File: src/rtl/mips_dbus.sv
`default_nettype none
// ============================================================================
// Module   : mips_dbus
// Purpose  : Data-bus bridge between the single-cycle MIPS core and a
//            variable-latency data memory. The core's zero-wait load/store
//            port becomes a req/ack handshake. While a transfer is
//            outstanding, the core's enable is withheld so PC and register
//            file stay frozen. A programmable timeout aborts a hung transfer
//            and sets a sticky error flag. A saturating counter records
//            stalled cycles.
//
// Ports    : clk          in   system clock, rising edge
//            reset        in   synchronous active-high reset
//            enable_in    in   global run enable from the top level
//            core_enable  out  enable into the core (combinational)
//            core_rd      in   current instruction is a load
//            core_wr      in   current instruction is a store (wins over rd)
//            core_addr    in   byte address from the core
//            core_wdata   in   store data from the core
//            core_rdata   out  load data to the core (combinational)
//            bus_req      out  registered transfer request
//            bus_we       out  registered write flag
//            bus_addr     out  registered address
//            bus_wdata    out  registered write data
//            bus_ack      in   one-cycle completion pulse
//            bus_rdata    in   read data, valid with bus_ack
//            err          out  sticky timeout flag
//            stall_cnt    out  saturating count of stalled cycles
//
// Revision : 1.0  initial release
// ============================================================================
module mips_dbus #(
    parameter int          wordsize = 32,
    parameter int          TIMEOUT  = 255,
    parameter logic [31:0] ERR_DATA = 32'hDEAD_BEEF
) (
    input  logic                clk,
    input  logic                reset,
    input  logic                enable_in,
    output logic                core_enable,
    input  logic                core_rd,
    input  logic                core_wr,
    input  logic [wordsize-1:0] core_addr,
    input  logic [wordsize-1:0] core_wdata,
    output logic [wordsize-1:0] core_rdata,
    output logic                bus_req,
    output logic                bus_we,
    output logic [wordsize-1:0] bus_addr,
    output logic [wordsize-1:0] bus_wdata,
    input  logic                bus_ack,
    input  logic [wordsize-1:0] bus_rdata,
    output logic                err,
    output logic [31:0]         stall_cnt
);

    // Counter wide enough to hold TIMEOUT-1 (the last WAIT cycle index).
    localparam int                  C_CW        = $clog2(TIMEOUT + 1);
    localparam logic [C_CW-1:0]     C_WAIT_LAST = C_CW'(TIMEOUT - 1);
    localparam logic [C_CW-1:0]     C_CNT_ONE   = C_CW'(1);
    localparam logic [wordsize-1:0] C_ERR_DATA  = wordsize'(ERR_DATA);

    typedef enum logic [1:0] {
        S_IDLE = 2'd0,
        S_WAIT = 2'd1,
        S_DONE = 2'd2
    } state_t;

    state_t              r_state;
    logic [wordsize-1:0] r_rdata_q;
    logic [C_CW-1:0]     r_wait_cnt;
    logic                r_bus_req;
    logic                r_bus_we;
    logic [wordsize-1:0] r_bus_addr;
    logic [wordsize-1:0] r_bus_wdata;
    logic                r_err;
    logic [31:0]         r_stall_cnt;

    logic                w_mem_op;
    logic                w_launch;
    logic                w_core_enable;
    logic [wordsize-1:0] w_core_rdata;
    logic                w_stall;

    assign w_mem_op = core_rd | core_wr;
    assign w_launch = (r_state == S_IDLE) & enable_in & w_mem_op;

    // In IDLE a pending memory instruction must not commit yet, so the
    // enable is masked; in DONE the captured data is presented for commit.
    always_comb begin
        w_core_enable = 1'b0;
        w_core_rdata  = '0;
        case (r_state)
            S_IDLE: begin
                w_core_enable = enable_in & ~w_mem_op;
            end
            S_DONE: begin
                w_core_enable = enable_in;
                w_core_rdata  = r_rdata_q;
            end
            default: begin
                w_core_enable = 1'b0;
                w_core_rdata  = '0;
            end
        endcase
    end

    // Only cycles the outside world wanted to run count as stalls.
    assign w_stall = enable_in & ~w_core_enable;

    always_ff @(posedge clk) begin
        if (reset) begin
            r_state     <= S_IDLE;
            r_rdata_q   <= '0;
            r_wait_cnt  <= '0;
            r_bus_req   <= 1'b0;
            r_bus_we    <= 1'b0;
            r_bus_addr  <= '0;
            r_bus_wdata <= '0;
            r_err       <= 1'b0;
            r_stall_cnt <= '0;
        end else begin
            if (w_stall && (r_stall_cnt != 32'hFFFF_FFFF)) begin
                r_stall_cnt <= r_stall_cnt + 32'd1;
            end

            case (r_state)
                S_IDLE: begin
                    if (w_launch) begin
                        r_bus_addr  <= core_addr;
                        r_bus_wdata <= core_wdata;
                        r_bus_we    <= core_wr;
                        r_bus_req   <= 1'b1;
                        r_wait_cnt  <= '0;
                        r_state     <= S_WAIT;
                    end
                end
                S_WAIT: begin
                    // An ack on the final allowed cycle still wins over the
                    // timeout, so bus_req is high for at most TIMEOUT cycles.
                    if (bus_ack) begin
                        r_rdata_q  <= bus_rdata;
                        r_wait_cnt <= '0;
                        r_bus_req  <= 1'b0;
                        r_state    <= S_DONE;
                    end else if (r_wait_cnt == C_WAIT_LAST) begin
                        r_rdata_q  <= C_ERR_DATA;
                        r_err      <= 1'b1;
                        r_wait_cnt <= '0;
                        r_bus_req  <= 1'b0;
                        r_state    <= S_DONE;
                    end else begin
                        r_wait_cnt <= r_wait_cnt + C_CNT_ONE;
                    end
                end
                S_DONE: begin
                    // The core commits in the first enabled DONE cycle.
                    if (enable_in) begin
                        r_state <= S_IDLE;
                    end
                end
                default: begin
                    r_bus_req <= 1'b0;
                    r_state   <= S_IDLE;
                end
            endcase
        end
    end

    assign core_enable = w_core_enable;
    assign core_rdata  = w_core_rdata;
    assign bus_req     = r_bus_req;
    assign bus_we      = r_bus_we;
    assign bus_addr    = r_bus_addr;
    assign bus_wdata   = r_bus_wdata;
    assign err         = r_err;
    assign stall_cnt   = r_stall_cnt;

endmodule
`default_nettype wire

File: config.mk
export PLATFORM = sky130hd
export DESIGN_NAME = mips_dbus
export DESIGN_NICKNAME = d
export VERILOG_FILES = /design/src/rtl/mips_dbus.sv
export SDC_FILE = /design/constraint.sdc
export NUM_CORES = 1
export LEC_CHECK = 0
export ABC_CLOCK_PERIOD_IN_PS = 3600
export CORE_AREA = 10 10 122 124
export CTS_CLUSTER_SIZE = 12
export DETAILED_ROUTE_END_ITERATION = 10
export DIE_AREA = 0 0 132 134
export PLACE_DENSITY_LB_ADDON = 0.08
export SLEW_MARGIN = 20
export SYNTH_ARGS = -nofsm -noshare
export SYNTH_HDL_FRONTEND = slang
export SYNTH_SLANG_ARGS = --single-unit
File: constraint.sdc
create_clock -name clk -period 3.6 [get_ports clk]
set_input_delay 0.54 -clock clk [delete_from_list [all_inputs] [get_ports clk]]
set_output_delay 0.54 -clock clk [all_outputs]
set_load 0.01 [all_outputs]
==> metrics <==
chip height=around 130 µm; vias per inst=5.377; Clock transition at path regs=around 0.05 ns; H-tree Lvls=4; post-CTS setup buffers=0; crit path DAT=2.01 ns; final core utilization=a little over two thirds; Overflow after GRT=0; post-detailed-route count of antenna-violating nets=0; CP Capture Type=primary output; synthesized cell area=0.005766 mm²; Initial Util=46.25%; DP Worst Slack=0.8166 ns; largest net degree at the start of global routing=67; fin area=between 0.008 and 0.009 mm²; I/O pin total=234; Avg Inst Size Synth=8.479 µm²; Die ar.=0.01769 mm²; Net Sw Power=0.8672 mW; worst hold path type=register to register; fmax=0.3919 GHz; Routed wire per std cell=17.44 µm; Inserted Diodes=0; Internal=2.861 mW; Lkg Pwr=3.077 nW; Netlist cell types=48; syn nets=785; TritonCTS buffer count=17; pwr/cell area=426.9 mW/mm²; # rows=41; slack of the critical path=1.048 ns; setup TNS=0 ns; Slew headroom=50.44%; Peak supply drop=approximately 310 µV; unrepaired setup endpoints after global routing=no; Worst-Margin Slew=0.7434 ns; Worst-Skew Late Latency=0.41 ns; placed cell count=~1000; CTS hold repair buffers=0; Logic pwr share=12.0%; Max FO, Critical Path=33; Ys Warns=0; first-pass GRT wire length=29590 µm; clock skew=0.01143 ns; Critical Path RT=3.06 ns; TritonCTS clock tree=built; Placed Area=0.008193 mm²; Die W=132 µm; sequential area share after synthesis=48.96%; Clock power frac=43.2%; outcome=finished clean; root buf cell=clkbuf_16; Post-Synthesis Cells=680; Vias=5791; final setup fails=0; Slew Limit Fails=0; GPL Wtd Cong=0.8291; filler instances=1030; Non-Filler Instances=around 1100; area grow syn2layout=51.50%; WL final=around 19000 µm; First-pass DRT Iterations=5; port buffer count=~230; Final Hold Viols=0; kind of critical path=register to primary output; clk sink count=141; Post-DP HPWL=13520 µm; Reg area=roughly 0.0028 mm²; layout cells sized above 1=8.398%; initial antenna violation count=0; GRT Total Usage=20.33%; Switching Fraction=23.26%; Multi-input gate area=0.002713 mm²; sequential power share=between 40% and 50%; Final nets=999; vias in the first global route=5586; CTS max path bufs=2; maxcap violations=0; post-synthesis register bit count=141; min Tclk post-route=2.552 ns; DRT iter0 DRCs=442; DRC=0; core area=0.01247 mm²; PostCTS Resize Cnt=0; Tcrit/Tclk final=70.89%; Worst setup SP type=register
[final cells by class]
class                           count  share of cell area, %
Clock inverter                      8                 0.7735
Inverter                           16                 0.6876
Tap cell                          172                  2.464
Timing Repair Buffer              240                  27.27
Multi-Input combinational cell    478                  31.06
Sequential cell                   141                  32.32
Clock buffer                       22                  5.429
[layout by cell type (no fill, tap or decap), types with 4 or more instances in the layout]
cell type,synthesis,routed
o31ai_1,18,18
nor2_1,22,21
buf_4,0,8
clkdlybuf4s50_1,0,232
nand4_1,15,15
xor2_1,4,4
inv_1,15,15
nand2_1,157,157
or3_1,11,11
clkbuf_16,0,17
o32ai_1,8,8
o221a_2,24,24
clkinv_2,0,6
or4_1,17,17
and2_1,32,32
o21ai_0,13,13
dfxtp_1,141,141
nand3_1,16,15
a21oi_1,98,98
[cell families (layout without fill, tap and decap cells)]
| kind of cell | count (synthesis) | in the layout | synth area share [%] |
|---|---|---|---|
| AOI/OAI and AO/OA | 172 | 172 | 19.38 |
| xor gates and xnor gates | 5 | 5 | 0.7595 |
| adders and majority gates | 3 | 3 | 0.6511 |
| buffers and inverters | 61 | 286 | 4.253 |
| DFF | 141 | 141 | 48.96 |
| muxes | 3 | 3 | 0.6076 |
| and+or+nand+nor | 295 | 295 | 25.39 |
[sequential cells by signal, summed over array words and instances (netlist names)]
name / flops
bus_addr: 32
bus_req: 1
bus_wdata: 32
bus_we: 1
err: 1
r_rdata_q: 32
r_state: 2
r_wait_cnt: 8
stall_cnt: 32
[final timing paths]
| path | start | endpoint | slack [ns] | cells past startpoint |
|---|---|---|---|---|
| setup reg to reg | stall_cnt[0] | stall_cnt[8] | 1.06 | 7 |
| hold reg to reg | bus_addr[9] | bus_addr[9] | 0.45 | 2 |
| hold / removal | bus_addr[9] | bus_addr[9] | 0.45 | 2 |
| setup / recovery | r_state[1] | core_rdata[4] | 1.05 | 4 |
[through the flow]
stage / hold WS, ns / total power [mW]
after global routing: 0.4781 / 3.885
after floorplan: 0.4498 / 1.887
after detailed placement: 0.4474 / 2.154
after global placement: 0.4407 / 2.144
final: 0.4520 / 3.729
after CTS: 0.4548 / 3.768
[power groups by stage]
stage / Sequential, mW / Clock, mW / Combinational [mW]
global route: 1.68 / 1.72 / 0.488
CTS: 1.67 / 1.64 / 0.453
global placement: 1.70 / 0 / 0.444
finish: 1.67 / 1.61 / 0.447
detailed placement: 1.70 / 0 / 0.450
floorplan: 1.72 / 0 / 0.166
[synth_stat cells (all sizes together)]
| cell | n | area (µm²) |
|---|---|---|
| inv | 16 | 60.05 |
| xnor2 | 1 | 8.760 |
| o31ai | 18 | 135.1 |
| o41ai | 1 | 8.760 |
| a21oi | 99 | 499.2 |
| nor4 | 2 | 33.78 |
| dfxtp | 141 | 2823 |
| ha | 3 | 37.54 |
| o32ai | 8 | 70.07 |
| and4 | 3 | 26.28 |
| nor2 | 23 | 88.84 |
| a211oi | 2 | 15.01 |
| and2 | 32 | 200.2 |
| nor3 | 3 | 26.28 |
| o21ai | 14 | 70.06 |
| buf | 7 | 42.53 |
| nand4 | 16 | 115.1 |
| mux2 | 1 | 15.01 |
| o21bai | 1 | 7.510 |
| nand3b | 1 | 7.510 |
| nor2b | 2 | 12.51 |
| o211ai | 2 | 15.01 |
| a21bo | 1 | 10.01 |
| o221a | 24 | 270.3 |
| or2 | 1 | 6.260 |
| and3 | 3 | 18.77 |
| o21ba | 1 | 10.01 |
| clkbuf | 38 | 142.6 |
| nand3 | 16 | 80.08 |
| or4 | 18 | 138.9 |
| mux2i | 2 | 20.02 |
| a31oi | 1 | 6.260 |
| xor2 | 4 | 35.03 |
| nor3b | 3 | 22.52 |
| nand2 | 157 | 589.3 |
| or4b | 1 | 10.01 |
| or3 | 11 | 68.82 |
| nand2b | 3 | 18.77 |
[metal layers]
metal | vias to the layer above | wire length (µm) | track usage (%) | part of all wire, %
met1 | 2716 | 7320 | 22.06 | 39
met4 | 0 | 319 | 7.108 | 1.7
met5 | - | 0 | 0 | 0
met2 | 235 | 9258 | 34.04 | 49
met3 | 23 | 1883 | 9.746 | 10
li1 | 2817 | - | - | -
[worst max-delay path, cell delays in order (launching register included)]
cell and delay (ns):
dfxtp_1 0.41, nor2b_2 0.17, buf_4 0.27, and2_1 0.18
clkdlybuf4s50_1 0.57
(Power assumes the default switching activity.)
